[src/rtl/muldiv_ctrl.sv]
// Iterative HI/LO multiply/divide sequencer: 32-step shift-add / restoring divide, 33-cycle latency.
// Optional MULDIV_FAST_MUL_EN: MULT/MULTU use a single-cycle combinational product latched at start.
module muldiv_ctrl #(
  parameter int XLEN  = 32,
  parameter int CNT_W = 6
) (
  input  logic            clk,
  input  logic            rst_n,
  input  logic            start_ex,
  input  logic [1:0]      op_ex,
  input  logic [XLEN-1:0] src_a_ex,
  input  logic [XLEN-1:0] src_b_ex,
  input  logic            flush,
  input  logic            hilo_read_id,
  input  logic            mthi_we,
  input  logic            mtlo_we,
  input  logic [XLEN-1:0] mt_data,
  output logic            busy,
  output logic            stall_req,
  output logic            done,
  output logic [XLEN-1:0] hi,
  output logic [XLEN-1:0] lo
);

  typedef enum logic [1:0] {IDLE, CALC, FIX} state_e;

  state_e            state_q;
  logic [CNT_W-1:0]  cnt_q;
  logic [2*XLEN-1:0] acc_q;
  logic [XLEN-1:0]   opb_q;
  logic              is_div_q, neg_a_q, neg_b_q, dz_q, done_q;
  logic [XLEN-1:0]   hi_q, lo_q;

  logic              signed_op, neg_a, neg_b, is_div;
  logic [XLEN-1:0]   mag_a, mag_b;
  logic [XLEN:0]     mul_sum;
  logic [2*XLEN-1:0] mul_next;
  logic [XLEN+1:0]   div_diff;
  logic [2*XLEN-1:0] div_next;
  logic [2*XLEN-1:0] prod_fix;
  logic [XLEN-1:0]   quo_fix, rem_fix, fix_hi, fix_lo;

  always_comb begin
    signed_op = ~op_ex[0];
    is_div    = op_ex[1];
    neg_a     = signed_op & src_a_ex[XLEN-1];
    neg_b     = signed_op & src_b_ex[XLEN-1];
    mag_a     = neg_a ? -src_a_ex : src_a_ex;
    mag_b     = neg_b ? -src_b_ex : src_b_ex;
  end

  // Multiply: acc = {partial product, remaining multiplier bits}; add then shift right.
  always_comb begin
    mul_sum  = {1'b0, acc_q[2*XLEN-1:XLEN]} + (acc_q[0] ? {1'b0, opb_q} : '0);
    mul_next = {mul_sum, acc_q[XLEN-1:1]};
  end

  // Divide: acc = {remainder, dividend/quotient}; trial-subtract the shifted remainder.
  always_comb begin
    div_diff = {1'b0, acc_q[2*XLEN-1:XLEN-1]} - {2'b00, opb_q};
    if (div_diff[XLEN+1])
      div_next = {acc_q[2*XLEN-2:0], 1'b0};
    else
      div_next = {div_diff[XLEN-1:0], acc_q[XLEN-2:0], 1'b1};
  end

  always_comb begin
    prod_fix = (neg_a_q ^ neg_b_q) ? -acc_q : acc_q;
    quo_fix  = (neg_a_q ^ neg_b_q) ? -acc_q[XLEN-1:0] : acc_q[XLEN-1:0];
    rem_fix  = neg_a_q ? -acc_q[2*XLEN-1:XLEN] : acc_q[2*XLEN-1:XLEN];
    fix_hi   = prod_fix[2*XLEN-1:XLEN];
    fix_lo   = prod_fix[XLEN-1:0];
    if (is_div_q) begin
      fix_hi = rem_fix;
      fix_lo = quo_fix;
      // With a zero divisor the remainder is |a|; restoring its sign returns src_a exactly.
      if (dz_q) fix_lo = '1;
    end
  end

  always_ff @(posedge clk or negedge rst_n) begin
    if (!rst_n) begin
      state_q  <= IDLE;
      cnt_q    <= '0;
      acc_q    <= '0;
      opb_q    <= '0;
      is_div_q <= 1'b0;
      neg_a_q  <= 1'b0;
      neg_b_q  <= 1'b0;
      dz_q     <= 1'b0;
      done_q   <= 1'b0;
      hi_q     <= '0;
      lo_q     <= '0;
    end else begin
      done_q <= 1'b0;
      case (state_q)
        IDLE: begin
          if (mthi_we) hi_q <= mt_data;
          if (mtlo_we) lo_q <= mt_data;
          if (start_ex && !flush) begin
            is_div_q <= is_div;
            neg_a_q  <= neg_a;
            neg_b_q  <= neg_b;
            dz_q     <= is_div && (src_b_ex == '0);
            cnt_q    <= CNT_W'(XLEN);
            state_q  <= CALC;
            if (is_div) begin
              acc_q <= {{XLEN{1'b0}}, mag_a};
              opb_q <= mag_b;
            end else begin
`ifdef MULDIV_FAST_MUL_EN
              acc_q   <= {{XLEN{1'b0}}, mag_a} * {{XLEN{1'b0}}, mag_b};
              state_q <= FIX;
`else
              acc_q <= {{XLEN{1'b0}}, mag_b};
`endif
              opb_q <= mag_a;
            end
          end
        end
        CALC: begin
          if (flush) begin
            state_q <= IDLE;
          end else begin
            acc_q <= is_div_q ? div_next : mul_next;
            cnt_q <= cnt_q - CNT_W'(1);
            if (cnt_q == CNT_W'(1)) state_q <= FIX;
          end
        end
        FIX: begin
          state_q <= IDLE;
          if (!flush) begin
            hi_q   <= fix_hi;
            lo_q   <= fix_lo;
            done_q <= 1'b1;
          end
        end
        default: state_q <= IDLE;
      endcase
    end
  end

  assign busy      = (state_q != IDLE);
  assign stall_req = busy & (start_ex | hilo_read_id | mthi_we | mtlo_we);
  assign done      = done_q;
  assign hi        = hi_q;
  assign lo        = lo_q;

endmodule
[config.mk]
export PLATFORM = sky130hd
export DESIGN_NAME = muldiv_ctrl
export DESIGN_NICKNAME = d
export VERILOG_FILES = /design/src/rtl/muldiv_ctrl.sv
export SDC_FILE = /design/constraint.sdc
export NUM_CORES = 1
export LEC_CHECK = 0
export CAP_MARGIN = 20
export CORE_MARGIN = 4
export CORE_UTILIZATION = 46
export CTS_BUF_LIST = sky130_fd_sc_hd__clkbuf_2
export CTS_CLUSTER_SIZE = 14
export DETAILED_ROUTE_END_ITERATION = 6
export GPL_TIMING_DRIVEN = 0
export PLACE_DENSITY = 0.68
export SLEW_MARGIN = 20
export SYNTH_ARGS = -nofsm -noshare
export SYNTH_HDL_FRONTEND = slang
export SYNTH_SLANG_ARGS = --single-unit
[constraint.sdc]
create_clock -name clk -period 9.9 [get_ports clk]
set_clock_uncertainty 0.05 [all_clocks]
set_input_delay 0.99 -clock clk [delete_from_list [all_inputs] [get_ports clk]]
set_output_delay 0.99 -clock clk [all_outputs]
set_load 0.05 [all_outputs]
# Yosys cells after proc, flatten, opt, wreduce, memory -nomap -nowiden
# Cells that the tools add are included.
# word_totals
inputBits	105
word_cells	80
out_inout_bits	67
register_bits	173
# classes
n_eq_ne	9
add_sub_neg	8
bitwise_logic	8
reduce_logical	13
n_mux	31
# op_table
op	n
$mux W32	14
$mux W64	5
$neg A32 Y32	4
$pmux W32 S2	2
$pmux W64 S2	1
$neg A64 Y64	1
$sub A33 B32 Y34	1
$add A32 B32 Y33	1
$logic_not A32 Y1	1
$mux W6	2
$pmux W6 S2	1
$ne A2 B2 Y1 const B	5
$reduce_and A3 Y1	3
$eq A6 B1 Y1 const B	1
$mux W2	3
$reduce_bool A2 Y1	3
$sub A6 B1 Y6 const B	1
$pmux W2 S2	1
$reduce_and A2 Y1	2
$and A1 B1 Y1	3
$ne A3 B3 Y1 const B	1
$or A1 B1 Y1	3
$eq A2 B1 Y1 const B	1
$eq A2 B2 Y1 const B	1
6 further kinds	8

# Longest topological paths before layout
# depth
depth_word	6
depth_mapped	14
mapped_depth_nobuf	13

# Worst setup path before layout
# Ideal clock, no wire load.
# synth_path
path_type	register -> register
startpoint	register acc_q[0]
endpoint	register acc_q[51]
path_buffers	1
synth_period_minus_slack_ps	3502
arrival_time_ps	3314
slack_ps	6398
path_stages_with_launch	13
cell_sequence	dfrtp_1 > inv_1 > clkbuf_1 > nor2_1 > ha_1 > and3_1 > a221oi_1 > a21oi_1 > a221oi_1 > o21ai_0 > a221oi_1 > mux2i_1 > o211ai_1
# synth_between
elab_chain_cells	5
# synth_rtl
element	line	source
start: declaration	29	logic [2*XLEN-1:0] acc_q;
start signal: assignment	108	acc_q <= {{XLEN{1'b0}}, mag_a};
start signal: assignment	115	acc_q <= {{XLEN{1'b0}}, mag_b};
start signal: assignment	125	acc_q <= is_div_q ? div_next : mul_next;
$mux W32	54	mul_sum = {1'b0, acc_q[2*XLEN-1:XLEN]} + (acc_q[0] ? {1'b0, opb_q} : '0);
$add A32 B32 Y33	54	
$mux W64	125	
$mux W64	122	if (flush) begin
$pmux W64 S2	96	case (state_q)
# No other way between the ends. The select of a mux whose other input is x is not followed.
# A chain may end at the register's enable or synchronous reset.

# Final worst setup path
# layout_path
startpoint	register acc_q[0]
endpoint	register acc_q[61]
# The elaborated chain is that of the path after synthesis.

==> flow_summary_export.csv <==
group,metric,value,unit
floorplanning,fp.dieArea,35300,um2
finish,finalNetCount,2304,
finish,multi_input_area,9830,um2
finish,final_common_cell,"sky130_fd_sc_hd__nor2_1",
synth,synth-edff-count,0,
cts,cts_hold_buf,0,
critical_path,timing.setup.critical_path_class,"flip-flop to flip-flop",
detailed_routing,detail_route.first_pass.iterations,5,
critical_path,worst-r2r-cell-count,12,
placed_design,place_inst,2510,
synth,syn-mean-instance-area,7.68,um2
critical_path,critPathSlowestCell,"sky130_fd_sc_hd__a221oi_1",
cts,postCtsResizedCells,0,
power,worst_ir_drop_on_vdd,0.131,mV
sta,min_period_over_period,0.502,
grt,grt_antenna_before_repair,1,
min_path,worstHoldPathType,"primary input to async pin",
sta,drv_slew,0,
critical_path,crit_chain,"inv_1, clkbuf_1, nor2_1, ha_1, and3_1, a221oi_1, a21oi_1, a221oi_1, o21ai_0, a311oi_1, o221ai_1, o21ai_0",
detailed_routing,route.detailed.vias_per_inst,6.24,
floorplanning,die_height,188,um
synth,syn-cell-area,14900,um2
finish,most-common-layout-cells,"sky130_fd_sc_hd__nor2_1 (232), sky130_fd_sc_hd__a21oi_1 (220), sky130_fd_sc_hd__o21ai_0 (184), sky130_fd_sc_hd__nand2_1 (175), sky130_fd_sc_hd__dfrtp_1 (173)",
synth,synth_ff_type,"sky130_fd_sc_hd__dfrtp_1",
floorplanning,floorplan.io_pins,172,
run_status,status,"finished clean",
sta,final_hold_viol_count,0,
cts,clkTransAtPathRegs,0.34,ns
finish,syn_to_final_growth,16.8,%
sta,finalCriticalPeriod,4.97,ns
detailed_routing,ant_nets,0,
floorplanning,core,31700,um2
floorplanning,floorplan.initialDensity,0.469,
placed_design,port-buffer-count,169,
critical_path,critical-path-max-stage-delay,0.76,ns
critical_path,arrival,5.72,ns
detailed_routing,detail_route.wl_per_cell,23.1,um
finish,fin_area,17400,um2
grt,grt_start_max_net_pins,98,
finish,num-fill-cells,3093,
sta,achievable_frequency,201,MHz
power,pwr_density_cell,282,nW/um2
grt,grt_pass1_wl,89200,um
finish,regArea,4330,um2
detailed_routing,routed_wl,58800,um
synth,netlist_top_cells_area,"sky130_fd_sc_hd__dfrtp_1 (29%), sky130_fd_sc_hd__a21oi_1 (7.4%), sky130_fd_sc_hd__o21ai_0 (6.2%), sky130_fd_sc_hd__ha_1 (5.9%), sky130_fd_sc_hd__nor2_1 (5.9%)",
cts,clock_latency,0.86,ns
cts,cts_buffer_depth,2,
synth,yosysSeqAreaShare,0.291,
synth,post-synth-top-area-cell,"sky130_fd_sc_hd__dfrtp_1",
finish,drive_above_1_share,0.0355,
cts,ctsHtreeMaxLevel,4,
critical_path,data_required_time_at_the_worst_endpoint,10.66,ns
cts,clock-root-buffer,"sky130_fd_sc_hd__clkbuf_2",
cts,tritoncts,"built",
critical_path,crit_path_max_fanout,10,
synth,synth.top_cell.area_share,0.291,
placed_design,hpwlAfterDp,47300,um
sta,slew_at_the_pin_closest_to_its_max_slew_limit,1.07,ns
cts,cts_num_sinks,173,
finish,post_layout_nonfiller_instances,2543,
detailed_routing,num_vias,15900,
sta,timing.final.setup_violations,0,
synth,post_synth_num_cell_types,79,
sta,rsz0062_at_grt,"false",
synth,synth_async_sr_flop_share,1.00,
sta,fin_setup_tns,0,ns
grt,first_global_vias,15100,
placed_design,placement.cell_area,17100,um2
grt,global_route.usage.total,0.322,
placed_design,place.gp.congestion,1.04,
detailed_routing,route.detailed.drc,0,
job,timing.max_cap.violations,0,
cts,cts_bufs_inserted,17,
floorplanning,die_width,188,um
synth,synth_fp_nets,2114,
sta,max-slew-margin-rel,0.268,
sta,whs,0.00369,ns
synth,yosys_register_bits,173,
critical_path,worst_setup_path_start_kind,"flip-flop",
synth,netlist_instances,1937,
power,cellLeakagePower,7.34,nW
synth,synth-warning-count,0,
grt,grt_overflow,0,
detailed_routing,first_iter_violations,1498,
cts,cts.repair_timing.setup_buffer_count,0,
critical_path,setup.worst_path.end_class,"flip-flop",
power,report.power.total,0.00490,W
floorplanning,rows,65,
logic make-up (layout without fill, tap and decap cells):
logic type,Yosys count,after routing,synth area share
compound gates,640,640,0.258
xor+xnor,168,168,0.0990
fa+ha+maj,72,72,0.0616
buf+inv,183,386,0.0481
flops,173,173,0.291
mux,68,68,0.0462
other cells,0,1,0
simple gates,633,633,0.196
routing by layer:
metal	global-route usage	share of wire	vias up
met5	0	0	-
met4	0.132	0.043	0
met3	0.0454	0.082	127
met2	0.516	0.46	814
met1	0.439	0.42	7619
li1	-	-	7319
layout make-up:
| class | count | area share |
|---|---|---|
| Multi-Input combinational cell | 1581 | 0.566 |
| Sequential cell | 173 | 0.249 |
| Timing Repair Buffer | 171 | 0.0997 |
| Tap cell | 402 | 0.0290 |
| Buffer | 109 | 0.0251 |
| Inverter | 74 | 0.0160 |
| Clock inverter | 15 | 0.00980 |
| Clock buffer | 17 | 0.00490 |
| Antenna cell | 1 | 0.000144 |
registers in the layout (all words and copies together) (netlist names):
signal	cells
opb_q	32
hi	32
acc_q	64
lo	32
cnt_q	6
neg_a_q	1
neg_b_q	1
done	1
is_div_q	1
state_q	2
dz_q	1
synthesized netlist by cell type (11+ instances only):
cell                         n
sky130_fd_sc_hd__a22oi_1    12
sky130_fd_sc_hd__xnor2_1    95
sky130_fd_sc_hd__ha_1       70
sky130_fd_sc_hd__xor2_1     73
sky130_fd_sc_hd__nor2_1    232
sky130_fd_sc_hd__o22ai_1    35
sky130_fd_sc_hd__dfrtp_1   173
sky130_fd_sc_hd__and3_1     14
sky130_fd_sc_hd__nor4_1     18
sky130_fd_sc_hd__o31ai_1    15
sky130_fd_sc_hd__o211ai_1   19
sky130_fd_sc_hd__a21o_1     28
sky130_fd_sc_hd__nor2b_1    16
sky130_fd_sc_hd__nand2_1   175
sky130_fd_sc_hd__o21a_1     11
sky130_fd_sc_hd__a31oi_1    23
sky130_fd_sc_hd__clkbuf_1   92
sky130_fd_sc_hd__mux2i_1    63
sky130_fd_sc_hd__or3_1      25
sky130_fd_sc_hd__nor3_1     51
sky130_fd_sc_hd__a21oi_1   220
sky130_fd_sc_hd__inv_1      73
sky130_fd_sc_hd__o21ai_0   184
sky130_fd_sc_hd__nand3_1    27
sky130_fd_sc_hd__a211oi_1   13
sky130_fd_sc_hd__nand2b_1   20
worst max-delay path, delay by kind of cell, from the launching register on:
family	cells	cell delay [ns]
compound gates	7	2.90
fa+ha+maj	1	0.35
buf+inv	2	0.67
flops	1	0.63
simple gates	2	0.35
where the power goes:
part	leakage (nW)	total [W]	internal [W]	switching (W)
combinational	5.08	0.00324	0.00121	0.00203
sequential	2.12	0.00125	0.000915	0.000334
clock	0.145	0.000408	0.0000852	0.000323
through the flow:
stage / worst slack (ns) / utilization
after floorplan: 6.40 / -
after detailed placement: 5.16 / 0.539
after CTS: 5.13 / 0.547
final: 4.93 / 0.547
after global placement: 0.284 / 0.538
after global routing: 4.84 / 0.547
final timing paths:
| kind | start | end | slack, ns |
|---|---|---|---|
| min in group clk | opb_q[13] | opb_q[13] | 0.47 |
| max | acc_q[0] | acc_q[61] | 4.93 |
| min | rst_n | acc_q[39] | 0.004 |
| max in group asynchronous | rst_n | hi[1] | 8.78 |
| min reg2reg | opb_q[13] | opb_q[13] | 0.47 |
| max reg2reg | acc_q[0] | acc_q[61] | 4.93 |
(Power assumes the default switching activity.)
==> edit (same flow settings) <==
`CNT_W`: 6 -> 3.
--- a/src/rtl/muldiv_ctrl.sv
+++ b/src/rtl/muldiv_ctrl.sv
@@ -2,7 +2,7 @@
 // Optional MULDIV_FAST_MUL_EN: MULT/MULTU use a single-cycle combinational product latched at start.
 module muldiv_ctrl #(
   parameter int XLEN  = 32,
-  parameter int CNT_W = 6
+  parameter int CNT_W = 3
 ) (
   input  logic            clk,
   input  logic            rst_n,
Check against the original RTL: same outputs for any inputs over 4 cycles, from zero or initial values and one cycle with rst_n low; that may be too few to reach the edited logic, so the function may still have changed.
==> edit against the unedited design <==
Synthesized cell count increased by 1.7%; power rose by 14%; clock power shrank 1%; die area grew 0.55%; worst setup slack improved by 0.38 ns; sequential cell count decreased by 3; maximum frequency increased by 8.3%; final area rose by 0.86%; sequential share of layout area decreased by 0.64 points; routed wire length increased by 2.1%; synthesized area is 0.58% higher; critical path type unchanged; largest cell class unchanged; largest power group unchanged; highest routed layer unchanged.
==> edit: results <==
group,metric,value,unit
outcome,outcome,"finished, final reports clean",
pwr,vdd_drop_max,0.1203,mV
pwr,cellLeakagePower,7.335,nW
synth,ys_seq_area_share,28.45,%
placement,gp_congestion,1.052,
detailed_routing,avgRoutedWirePerCell,22.98,um
hold_path,worstHoldPathType,"flop to flop",
grt,grt_pass1_vias,15250,
final_layout,top_register,"acc_q",
worst_setup_path,crit_fanout,10,
final_layout,largest_reg_flops,64,
synth,yosysUniqueCellTypes,73,
clocking,cts.htree.levels,4,
synth,synth_nets,2147,
final_layout,layout.nets,2339,
clocking,cts_made_buffers,17,
synth,yosys-top-cells-area,"dfrtp_1, a21oi_1, o21ai_0",
sta,setup_viol,0,
synth,async_reset_ff_share,100.0,%
placement,dp_hpwl,48310,um
grt,grt_usage,32.47,%
clocking,cts_buffer_depth,2,
sta,relSlewSlack,36.43,%
grt,grt_first_pass_wirelength,90710,um
detailed_routing,drt_iter0_markers,1645,
synth,synth_commonest_cells,"nor2_1, a21oi_1, o21ai_0",
synth,synth_top_flop_cell,"dfrtp_1",
worst_setup_path,worstPathArrival,5.37,ns
detailed_routing,routed_via_density,6.175,
clocking,cts_root_buffer,"clkbuf_2",
grt,grt_max_degree,70,
clocking,clk_pin_slew,0.33,ns
final_layout,layout-drive-gt1-share,3.080,%
detailed_routing,firstDrtPassIters,5,
final_layout,fillers,3087,
grt,antenna_found_initial,1,
clocking,clkLatencyLatePin,0.87,ns
clocking,postCtsSetupRepairBufs,0,
clocking,ctsHoldBuffers,1,
clocking,cts_resized,0,
synth,ys_warn_count,0,
placement,port_buffers,170,
edit: worst paths after layout:
check	cells after the start	startpoint	slack, ns	to
setup / recovery	12	acc_q[39]	5.31	acc_q[58]
max in group asynchronous	4	rst_n	8.22	opb_q[20]
hold reg to reg	2	opb_q[11]	0.47	opb_q[11]
setup reg to reg	12	acc_q[39]	5.31	acc_q[58]
min in group asynchronous	2	rst_n	0.51	lo[5]
hold / removal	2	opb_q[11]	0.47	opb_q[11]
edit: where the power goes:
group	internal (mW)	switching (mW)	leakage (nW)
logic	1.40	2.48	5.12
registers	0.962	0.346	2.07
clock network	0.0842	0.320	0.142
total	2.44	3.15	7.34
edit: cell type report:
| cell class | instances | area [um^2] | area share [%] |
|---|---|---|---|
| timing repair buffer | 173 | 1772 | 10.12 |
| inverter | 72 | 270.3 | 1.543 |
| tap | 435 | 544.3 | 3.108 |
| sequential | 170 | 4254 | 24.29 |
| multi-input combinational | 1606 | 9952 | 56.83 |
| antenna | 2 | 5.005 | 0.02858 |
| buffer | 122 | 476.7 | 2.722 |
| clock inverter | 14 | 148.9 | 0.8502 |
| clock buffer | 18 | 90.09 | 0.5144 |
edit: cell families (layout without fill, tap and decap cells):
family / Yosys count / after routing / synth area share (%)
adder cells (fa/ha/maj): 72 / 72 / 6.125
buffers and inverters: 194 / 399 / 4.995
AO/OA/AOI/OAI: 633 / 633 / 24.97
flip-flops: 170 / 170 / 28.45
AND/OR/NAND/NOR: 662 / 662 / 20.77
XOR/XNOR: 164 / 164 / 9.606
other: 0 / 2 / 0
multiplexers: 75 / 75 / 5.087
edit: critical path: stages, from the launching register on:
cell and delay [ns]:
dfrtp_1 0.61, ha_1 0.36, clkbuf_1 0.26, nand3_1 0.21
nor2_1 0.18, o2111ai_1 0.20, a31oi_1 0.52, a21oi_1 0.22
o21ai_1 0.55, clkbuf_1 0.67, nand2_1 0.33, o21bai_1 0.29
nand3_1 0.10
edit: per-stage QoR:
| step | cells | setup slack (ns) | util [%] | area (um^2) |
|---|---|---|---|---|
| after detailed placement | 2577 | 5.504 | 54.28 | 17260 |
| final | 2612 | 5.312 | 55.07 | 17510 |
| after global routing | 2611 | 5.107 | 55.07 | 17510 |
| after global placement | 2575 | 0.5287 | 54.09 | 17200 |
| after CTS | 2610 | 5.405 | 55.06 | 17510 |
| after floorplan | 1970 | 6.634 | - | 14950 |
edit: metal layers:
layer | GRT usage [%] | up-vias | wire (um)
met4 | 13.26 | 0 | 2823
met2 | 52.72 | 818 | 27200
met3 | 5.372 | 135 | 4807
met1 | 43.27 | 7743 | 25200
li1 | - | 7433 | -
met5 | 0 | - | 0
